### src/rtl/kyber_pkg.sv
// Shared constants and types for the Kyber arithmetic datapath.
package kyber_pkg;

  localparam int unsigned KYBER_Q        = 32'd3329;
  localparam int unsigned KYBER_NB_BIT   = 32'd12;
  localparam int unsigned KYBER_PROD_BIT = 32'd24;

  // Multiplier control states.
  typedef enum logic [1:0] {
    IDLE = 2'd0,
    BUSY = 2'd1,
    DONE = 2'd2
  } mul_state_e;

endpackage

### src/rtl/adder_n.sv
// Plain NB_BIT-wide adder with carry out, used for the accumulator add.
module adder_n #(
  parameter int NB_BIT = 12
) (
  input  logic [NB_BIT-1:0] a_i,
  input  logic [NB_BIT-1:0] b_i,
  output logic              carry_o,
  output logic [NB_BIT-1:0] sum_o
);

  assign {carry_o, sum_o} = {1'b0, a_i} + {1'b0, b_i};

endmodule

### src/rtl/mul_k.sv
// Radix-2 shift-and-add multiplier producing the unreduced product that
// feeds the mod-Q Barrett reduction stage. One operand bit per cycle.
module mul_k
  import kyber_pkg::*;
#(
  parameter int unsigned NB_BIT = KYBER_NB_BIT,
  parameter int unsigned Q      = KYBER_Q
) (
  input  logic                  clk_i,
  input  logic                  rst_ni,
  input  logic                  in_valid_i,
  output logic                  in_ready_o,
  input  logic [NB_BIT-1:0]     a_i,
  input  logic [NB_BIT-1:0]     b_i,
  output logic                  out_valid_o,
  input  logic                  out_ready_i,
  output logic [2*NB_BIT-1:0]   product_o,
  output logic                  range_err_o
);

  localparam int unsigned PW    = 2 * NB_BIT;
  localparam int unsigned CNT_W = $clog2(NB_BIT + 1);
  localparam logic [CNT_W-1:0] CNT_ONE  = CNT_W'(1);
  localparam logic [CNT_W-1:0] CNT_LAST = CNT_W'(NB_BIT - 1);

  mul_state_e          state_q, state_d;
  logic [NB_BIT-1:0]   a_q, a_d;
  logic [NB_BIT-1:0]   b_q, b_d;
  logic [PW-1:0]       acc_q, acc_d;
  logic [CNT_W-1:0]    cnt_q, cnt_d;
  logic                rerr_q, rerr_d;
  logic [PW-1:0]       prod_q, prod_d;
  logic                rerr_out_q, rerr_out_d;

  logic [PW-1:0]       addend_s;
  logic [PW-1:0]       sum_s;
  logic                carry_unused_s;

  // Partial product for the current bit: shifted multiplicand or zero.
  always_comb begin
    if (b_q[cnt_q]) begin
      addend_s = {{NB_BIT{1'b0}}, a_q} << cnt_q;
    end else begin
      addend_s = {PW{1'b0}};
    end
  end

  // The accumulator cannot overflow (max operand product < 2^PW), so the carry is dropped.
  adder_n #(.NB_BIT(PW)) u_acc_add (
    .a_i     (acc_q),
    .b_i     (addend_s),
    .carry_o (carry_unused_s),
    .sum_o   (sum_s)
  );

  // Next-state and datapath update for the IDLE -> BUSY -> DONE sequence.
  always_comb begin
    state_d    = state_q;
    a_d        = a_q;
    b_d        = b_q;
    acc_d      = acc_q;
    cnt_d      = cnt_q;
    rerr_d     = rerr_q;
    prod_d     = prod_q;
    rerr_out_d = rerr_out_q;
    case (state_q)
      IDLE: begin
        if (in_valid_i) begin
          a_d     = a_i;
          b_d     = b_i;
          acc_d   = {PW{1'b0}};
          cnt_d   = {CNT_W{1'b0}};
          rerr_d  = (32'(a_i) >= Q) | (32'(b_i) >= Q);
          state_d = BUSY;
        end else begin
          state_d = IDLE;
        end
      end
      BUSY: begin
        acc_d = sum_s;
        cnt_d = cnt_q + CNT_ONE;
        if (cnt_q == CNT_LAST) begin
          prod_d     = sum_s;
          rerr_out_d = rerr_q;
          state_d    = DONE;
        end else begin
          state_d = BUSY;
        end
      end
      DONE: begin
        if (out_ready_i) begin
          prod_d     = {PW{1'b0}};
          rerr_out_d = 1'b0;
          state_d    = IDLE;
        end else begin
          state_d = DONE;
        end
      end
      default: begin
        prod_d     = {PW{1'b0}};
        rerr_out_d = 1'b0;
        state_d    = IDLE;
      end
    endcase
  end

  // State and datapath registers; reset abandons any operation in flight.
  always_ff @(posedge clk_i or negedge rst_ni) begin
    if (!rst_ni) begin
      state_q    <= IDLE;
      a_q        <= {NB_BIT{1'b0}};
      b_q        <= {NB_BIT{1'b0}};
      acc_q      <= {PW{1'b0}};
      cnt_q      <= {CNT_W{1'b0}};
      rerr_q     <= 1'b0;
      prod_q     <= {PW{1'b0}};
      rerr_out_q <= 1'b0;
    end else begin
      state_q    <= state_d;
      a_q        <= a_d;
      b_q        <= b_d;
      acc_q      <= acc_d;
      cnt_q      <= cnt_d;
      rerr_q     <= rerr_d;
      prod_q     <= prod_d;
      rerr_out_q <= rerr_out_d;
    end
  end

  assign in_ready_o  = (state_q == IDLE);
  assign out_valid_o = (state_q == DONE);
  assign product_o   = prod_q;
  assign range_err_o = rerr_out_q;

endmodule

### config.mk
export PLATFORM = sky130hd
export DESIGN_NAME = mul_k
export DESIGN_NICKNAME = d
export VERILOG_FILES = /design/src/rtl/kyber_pkg.sv /design/src/rtl/adder_n.sv /design/src/rtl/mul_k.sv
export SDC_FILE = /design/constraint.sdc
export NUM_CORES = 1
export LEC_CHECK = 0
export ABC_AREA = 1
export CORE_UTILIZATION = 40
export CTS_BUF_LIST = sky130_fd_sc_hd__clkbuf_4 sky130_fd_sc_hd__clkbuf_8 sky130_fd_sc_hd__clkbuf_16
export CTS_CLUSTER_DIAMETER = 60
export DETAILED_ROUTE_END_ITERATION = 8
export PLACE_DENSITY = 0.66
export SLEW_MARGIN = 20
export SYNTH_ARGS = -nofsm -noshare
export SYNTH_HDL_FRONTEND = slang
export SYNTH_HIERARCHICAL = 1
export SYNTH_SLANG_ARGS = --single-unit
### constraint.sdc
create_clock -name clk_i -period 4.56 [get_ports clk_i]
set_input_delay 0.912 -clock clk_i [delete_from_list [all_inputs] [get_ports clk_i]]
set_output_delay 0.912 -clock clk_i [all_outputs]
set_load 0.02 [all_outputs]
Word-level counts from Yosys, hierarchy flattened
Index checks and enable logic that the tools add are counted.
{ "classes": {"n_eq_ne": 6, "magnitude_cmp": 3, "n_addsub": 2, "n_bitwise": 2, "shift": 1, "n_reduce_logical": 5, "mux": 17} }
{ "op_table": {"columns": ["op", "n"], "rows": [
  ["2-to-1 mux 24 bit", 4],
  ["case mux 24 bit (3 select lines)", 1],
  ["case mux 24 bit (2 select lines)", 1],
  ["adder 24 bit", 1],
  ["greater-or-equal comparator 12 bit, second input constant", 2],
  ["left shift 12 x 4 -> 24 bit", 1],
  ["case mux 4 bit (2 select lines)", 1],
  ["case mux 2 bit (3 select lines)", 1],
  ["less-than comparator 4 x 5 -> 1 bit, second input constant", 1],
  ["adder 4 x 1 -> 4 bit, second input constant", 1],
  ["binary-select mux 1 bit (select 4 bit)", 1],
  ["equality test 4 bit, second input constant", 1],
  ["2-to-1 mux 1 bit", 4],
  ["2-to-1 mux 2 bit", 2],
  ["2-to-1 mux 4 bit", 1],
  ["!= test 2 bit, second input constant", 2],
  ["AND reduction 2 bit", 2],
  ["case mux 1 bit (3 select lines)", 1],
  ["AND reduction 3 bit", 1],
  ["equality test 2 x 1 -> 1 bit, second input constant", 1],
  ["equality test 2 bit, second input constant", 1],
  ["logical NOT 2 bit", 1],
  ["!= test 2 x 1 -> 1 bit, second input constant", 1],
  ["nonzero test 2 bit", 1],
  ["other kinds (2)", 2]
]} }
{ "totals": {"wordCells": 44, "input_bits": 28, "ff_bits": 80, "output_inout_bits": 27} }

Logic depth before layout (Yosys ltp)
Gate-level depths: netlist (run 1).
{ "depth": {"ltp_word": 6, "mapped_depth": 24, "depth_no_buf": 22} }

Cells and area by module
The synthesis (run 1) kept the hierarchy.
{ "modules_own_cells": {"columns": ["mod", "seq_area_each_um2", "cells_each", "area_per_inst_um2", "instances"], "rows": [
  ["mul_k", 2001.9, 561, 4237.8, 1],
  ["adder_n", 0.0, 367, 1780.5, 1]
]} }

Least setup slack after synthesis (run 1)
No wires, ideal clock.
{ "synth_path": {"path_kind": "register -> register", "from": "reg cnt_q[0]", "to": "reg acc_q[16]", "path_buffers": 2, "t_arrival_ns": 2.377, "setup_time_ns": 0.131, "synth_period_minus_slack_ns": 2.507, "path_stages_with_launch": 23, "required_time_ns": 4.429, "path_slack_ns": 2.053, "cell_sequence": "dfrtp_1 buf_6 buf_6 nand2_1 nand2_1 nand2_1 nand2_1 nand2_1 nand2_1 nand2_2 nor2_1 ha_1 fa_1 nand2_1 nand2_1 nand2_1 o21ai_2 nand2_1 nand2_1 nand2_1 nand2_1 inv_1 o21ai_0"} }
{ "synth_between": {"elab_chain_cells": 5, "word_cells_on_any_way": 6, "classes_between": "add/sub (1); shift (1); mux (4)"} }
{ "synth_rtl": {"columns": ["element", "line_no", "rtl"], "rows": [
  ["start: declaration", "mul_k.sv:30", "logic [CNT_W-1:0] cnt_q, cnt_d;"],
  ["start signal: assignment", "mul_k.sv:114", "cnt_q <= {CNT_W{1'b0}};"],
  ["start signal: assignment", "mul_k.sv:123", "cnt_q <= cnt_d;"],
  ["binary-select mux 1 bit (select 4 bit)", "mul_k.sv:41", "if (b_q[cnt_q]) begin"],
  ["2-to-1 mux 1 bit (not written as such)", "mul_k.sv:41", null],
  ["2-to-1 mux 24 bit *", "mul_k.sv:41", null],
  ["via addend_s[0]", "mul_k.sv:35", "logic [PW-1:0] addend_s;"],
  ["adder 24 bit *", "adder_n.sv:11", "assign {carry_o, sum_o} = {1'b0, a_i} + {1'b0, b_i};"],
  ["via sum_s[16]", "mul_k.sv:36", "logic [PW-1:0] sum_s;"],
  ["case mux 24 bit (2 select lines) *", "mul_k.sv:66", "case (state_q)"],
  ["end signal: assignment", "mul_k.sv:113", "acc_q <= {PW{1'b0}};"],
  ["end: declaration", "mul_k.sv:29", "logic [PW-1:0] acc_q, acc_d;"]
]} }
The timed path passes the listed nets; every way through them passes the cells marked *. The select of a mux whose other input is x is not followed.
A chain may end at the register's enable or synchronous reset.

Worst setup path in the final report (run 1)
Ends and elaborated chain as after synthesis.

==> results.py, run 1 <==
metrics = {
    "outcome": {
        "outcome": "finished clean",
    },
    "global_routing": {
        "grt_max_degree": 81,
        "grt_pass1_vias": 5431,
        "antenna_found_initial": 0,
        "grt.total_usage": 0.212,
        "overflow": 0,
        "grt_pass1_wl_um": 26000,
    },
    "sta": {
        "drv_slew": 0,
        "setup_violations": 0,
        "finalClockSkew_ns": 0.00673,
        "fmax_mhz": 289,
        "finalWorstSetupSlack_ns": 1.10,
        "worst_slew_pin_slew_ns": 1.09,
        "fin_crit_ns": 3.46,
        "slew_headroom": 0.271,
        "hold_viol": 0,
        "rsz0062_at_grt": "no",
        "finalSetupTns_ns": 0,
        "fin_crit_sh": 0.758,
    },
    "die": {
        "ios": 55,
        "die_y_um": 124,
        "coreArea_sq_mm": 0.0145,
        "start_util": 0.411,
        "die_w_um": 124,
        "fp.dieArea_sq_mm": 0.0154,
        "row_count": 44,
    },
    "pwr": {
        "p_comb_frac": 0.602,
        "power.total_mw": 5.29,
        "pwr-share-clk": 0.161,
        "seq_power_share": 0.236,
        "ir_drop_mv": 0.297,
        "intPower_mw": 2.62,
        "switchingPower_mw": 2.67,
        "p_per_area_mw_per_mm2": 763,
        "p_sw_frac": 0.505,
        "p_leak_nw": 3.76,
    },
    "worst_hold_path": {
        "holdCritPathClass": "register to register",
    },
    "setup_path": {
        "cp.arrival_ns": 3.72,
        "startpoint_type": "register",
        "crit_fanout": 25,
        "crit_path_cell_trace": "inv_4 > nand2_1 > nand3_1 > nand2_1 > nand2_1 > nand2_1 > nand2_2 > nor2_1 > ha_1 > fa_1 > nand2_1 > nand2_1 > nand2_1 > o21ai_2 > nand2_1 > nand2_1 > nand2_1 > nand2_1 > inv_1 > o21ai_0",
        "criticalPathCategory": "register to register",
        "setup.worst_path.end_class": "register",
        "critPathMaxStageDelay_ns": 0.83,
        "cp.required_ns": 4.82,
        "critPathSlowestCell": "dfrtp_1",
        "crit_top_cell": "nand2_1",
    },
    "placement": {
        "io_buffers": 54,
        "pre_cts_slack_ns": 1.14,
        "hpwl_um": 12000,
        "gp_congestion": 0.977,
        "dpl_cell_area_sq_mm": 0.00658,
    },
    "synthesis": {
        "syn-num-nets": 972,
        "syn-cell-area_sq_mm": 0.00598,
        "netlist_instances": 918,
        "syn_avg_cell_area_sq_um": 6.51,
        "synth_warnings": 6,
    },
    "detailed_routing": {
        "vias": 5682,
        "dr.pass1.iters": 5,
        "viasPerCell": 4.96,
        "ant_nets": 0,
        "drtIter0Drc": 266,
        "drc": 0,
        "wirelength_um": 15600,
        "wl_per_cell_um": 13.6,
    },
    "cts": {
        "cts_buffer_depth": 2,
        "cts.sinks": 80,
        "cts_tree": "done",
        "cts.hold.buffers_added": 0,
        "post_cts_buffers": 0,
        "cts_root_buf": "clkbuf_16",
        "htree_levels": 3,
        "cts_buffers": 9,
        "postCtsResizedCells": 0,
        "insertion_delay_ns": 0.35,
        "clk_pin_slew_ns": 0.06,
    },
    "cells_and_area": {
        "nets": 1011,
        "synthToLayoutAreaGrowth_pct": 16.1,
        "diodes": 0,
        "design_area_sq_mm": 0.00694,
        "layout-drive-gt1-share": 0.0800,
        "final_util": 0.477,
    },
    "run": {
        "cap_viol_max_count": 0,
    },
}
## layer usage
layer,vias to the layer above,share of wire,GRT usage
li1,2935,-,-
met1,2598,0.45,0.265
met2,116,0.47,0.352
met3,33,0.042,0.0414
met4,0,0.034,0.0985
met5,-,0,0
## metrics by stage
| stage | instances | hold slack [ns] |
|---|---|---|
| after floorplan | 918 | 0.448 |
| after global placement | 1130 | 0.469 |
| after detailed placement | 1130 | 0.473 |
| after CTS | 1146 | 0.487 |
| after global routing | 1146 | 0.511 |
| final | 1146 | 0.479 |
## power groups by stage
stage,Combinational [mW],Sequential (mW),Clock (mW)
finish,3.19,1.25,0.853
global route,3.59,1.29,0.905
CTS,3.19,1.26,0.873
detailed placement,3.17,1.26,0
global placement,3.14,1.26,0
floorplan,2.40,1.26,0
## cell type report
cell class	instances	area, sq um
clock buffers	10	239
clock inverters	6	115
fillers	1561	7600
inverters	137	524
multi-input cells	672	3260
flip-flops and latches	80	2000
well taps	184	230
repair buffers	57	564
## worst max-delay path, delay by kind of cell (launching register included)
| kind | cells | cell delay, ns |
|---|---|---|
| AO/OA/AOI/OAI | 2 | 0.42 |
| adder cells (fa/ha/maj) | 2 | 0.60 |
| buffers and inverters | 2 | 0.27 |
| flip-flops | 1 | 0.83 |
| AND/OR/NAND/NOR | 14 | 1.23 |
## sequential cells by signal, indices dropped and copies added (netlist names)
| signal | cells |
|---|---|
| state_q | 2 |
| rerr_q | 1 |
| cnt_q | 4 |
| product_o | 24 |
| b_q | 12 |
| range_err_o | 1 |
| a_q | 12 |
| acc_q | 24 |
## layout by cell type, fill, tap and decap left out, types with 2 or more instances in the layout
master,n
o21ai_1,18
o21ai_2,22
nor2_1,57
nand3_2,3
clkbuf_16,9
nand2_2,10
clkinv_4,2
inv_2,7
buf_4,3
a21oi_1,15
xor2_1,11
inv_4,2
ha_1,25
nand2_1,354
nand4_1,8
nor2_4,2
inv_1,127
nand3_1,74
bufinv_16,3
nand3b_1,4
nor3_1,3
o21ai_0,50
dfrtp_1,80
clkdlybuf4s50_1,53
nor2_2,7
## path summary, 6_finish.rpt
kind,from,to,slack (ns),depth (start not counted)
setup / recovery,cnt_q[0],acc_q[16],1.10,20
hold / removal,acc_q[22],acc_q[22],0.48,2
min in group asynchronous,rst_ni,product_o[21],0.56,1
hold reg to reg,acc_q[22],acc_q[22],0.48,2
max in group asynchronous,rst_ni,acc_q[23],3.44,1
setup reg to reg,cnt_q[0],acc_q[16],1.10,20
Power figures use the tool's default switching activity.
==> inputs of run 2 (changes only) <==
Clock period 4.56 ns to 3.25 ns, I/O delays scaled along.
==> run 2 against run 1 <==
  * Sequential share of layout area increased by 0.096 points
  * Die area unchanged
  * Routed wire length rose by 1.3%
  * First-iteration DRC count grew 32%
  * Combinational power grew 43%
  * Critical endpoint is now product_o[20]
==> results.py, run 2 (synthesis results as in run 1) <==
metrics = {
    "detailed_routing": {
        "viasPerCell": 4.91,
        "vias": 5657,
        "drc": 0,
        "dr.pass1.iters": 5,
        "drtIter0Drc": 350,
        "wirelength_um": 15700,
        "wl_per_cell_um": 13.7,
        "ant_nets": 0,
    },
    "die": {
        "die_w_um": 124,
        "coreArea_sq_mm": 0.0145,
        "die_y_um": 124,
        "fp.dieArea_sq_mm": 0.0154,
        "row_count": 44,
        "ios": 55,
        "start_util": 0.411,
    },
    "placement": {
        "dp_cells": 1135,
        "io_buffers": 54,
        "gp_congestion": 0.911,
        "hpwl_um": 12200,
    },
    "cells_and_area": {
        "final_util": 0.476,
        "final_cell_mix": "nand2_1 (353), inv_1 (127), dfrtp_1 (79), nand3_1 (74), nor2_1 (57)",
        "stdcell_count": 1151,
        "final_common_cell": "nand2_1",
        "layout-drive-gt1-share": 0.0869,
        "n_fill_cell": 1604,
        "diodes": 0,
        "nets": 1016,
        "synthToLayoutAreaGrowth_pct": 15.7,
    },
    "sta": {
        "fin_crit_sh": 0.913,
        "drv_slew": 0,
        "fmax_mhz": 337,
        "slew_headroom": 0.519,
        "hold_viol": 0,
        "finalClockSkew_ns": 0.0106,
        "worst_slew_pin_slew_ns": 0.722,
        "holdWs_ns": 0.338,
        "fin_crit_ns": 2.97,
        "setup_violations": 0,
    },
    "cts": {
        "htree_levels": 3,
        "cts_buffers": 9,
        "insertion_delay_ns": 0.36,
        "cts.sinks": 80,
        "cts_root_buf": "clkbuf_16",
        "cts_buffer_depth": 2,
        "cts_tree": "done",
        "clk_pin_slew_ns": 0.07,
    },
    "setup_path": {
        "worstReg2RegEnd": "product_o[20]",
        "rr_startpoint": "cnt_q[3]",
        "critPathBufInv": 1,
        "crit_fanout": 18,
        "startpoint_type": "register",
        "critPathSlowestCell": "dfrtp_1",
        "setup.worst_path.end_class": "register",
        "cp.arrival_ns": 3.17,
        "crit_path_cell_trace": "inv_1 > nand2_2 > nor2_1 > ha_1 > fa_1 > nand2_1 > nand2_1 > nand2_1 > nand3b_1 > nand3_1 > nand2_1 > nand2_1 > nand2_1 > o21ai_1",
        "ff2ff_path_depth": 14,
        "reg2reg_slack_ns": 0.28,
        "critPathTopFamily": "simple AND/OR/NAND/NOR gates",
        "critPathMaxStageDelay_ns": 0.69,
        "criticalPathCategory": "register to register",
        "cp.required_ns": 3.46,
        "crit_top_cell": "nand2_1",
    },
    "global_routing": {
        "grt_max_degree": 81,
        "grt_pass1_vias": 5508,
        "antenna_found_initial": 0,
        "grt_pass1_wl_um": 26800,
        "overflow": 0,
        "grt.total_usage": 0.217,
    },
    "pwr": {
        "p_per_area_mw_per_mm2": 1050,
        "ir_drop_mv": 0.429,
        "p_leak_nw": 3.74,
    },
    "run": {
        "cap_viol_max_count": 0,
    },
    "worst_hold_path": {
        "holdCritPathClass": "primary input to asynchronous set/reset pin",
    },
    "outcome": {
        "outcome": "finished clean",
    },
}
-- run 2: cell count changes in the layout (fill, tap and decap cells not counted), sizes merged --
cell | previous run | this run
buf | 4 | 9
bufinv | 3 | 0
inv | 137 | 140
clkbuf | 10 | 9
clkinvlp | 1 | 2
-- run 2: how the worst max path moves through the flow --
stage                         end  slack, ns  cells after the start     start
floorplan               acc_q[12]       0.76                     22  cnt_q[0]
global placement        acc_q[15]       0.21                     18  cnt_q[0]
detailed placement      acc_q[15]       0.23                     18  cnt_q[0]
CTS                     acc_q[15]       0.17                     18  cnt_q[0]
global route            acc_q[15]     -0.002                     15  cnt_q[3]
finish              product_o[20]       0.28                     14  cnt_q[3]
-- run 2: power breakdown --
part	total, mW	internal, mW	switching (mW)
Clock	0.992	0.532	0.460
Combinational	4.57	1.52	3.06
Sequential	1.73	1.42	0.307
-- run 2: area by class of cell --
type                    count  area, sq um  area share
multi-input cells         672         3270       0.473
clock inverters             7         61.3     0.00886
clock buffers               9          225      0.0326
inverters                 137          524      0.0758
repair buffers             62          602      0.0870
flip-flops and latches     80         2000       0.290
well taps                 184          230      0.0333
-- run 2: stage by stage --
| step | area [sq um] | setup slack (ns) | TNS, ns | power [mW] |
|---|---|---|---|---|
| finish | 6920 | 0.284 | 0 | 7.29 |
| global route | 6920 | -0.00176 | -0.00176 | 8.00 |
| CTS | 6900 | 0.167 | 0 | 7.32 |
| detailed placement | 6620 | 0.231 | 0 | 6.30 |
| global placement | 6620 | 0.210 | 0 | 6.26 |
| floorplan | 5980 | 0.759 | 0 | 5.13 |
-- run 2: routing by layer --
| metal | up-vias | part of all wire | GRT usage |
|---|---|---|---|
| met4 | 0 | 0.027 | 0.0808 |
| li1 | 2937 | - | - |
| met1 | 2567 | 0.44 | 0.267 |
| met2 | 121 | 0.49 | 0.370 |
| met3 | 32 | 0.042 | 0.0470 |
| met5 | - | 0 | 0 |
-- run 2: repair_timing --
| action | 4_1_cts | 5_1_grt |
|---|---|---|
| hold buffers | 0 | 0 |
| resized for setup | 0 | 3 |
| endpoints found under the setup margin | 0 | 24 |
| endpoints found under the hold margin | 0 | 0 |
| buffers inserted | 0 | 0 |
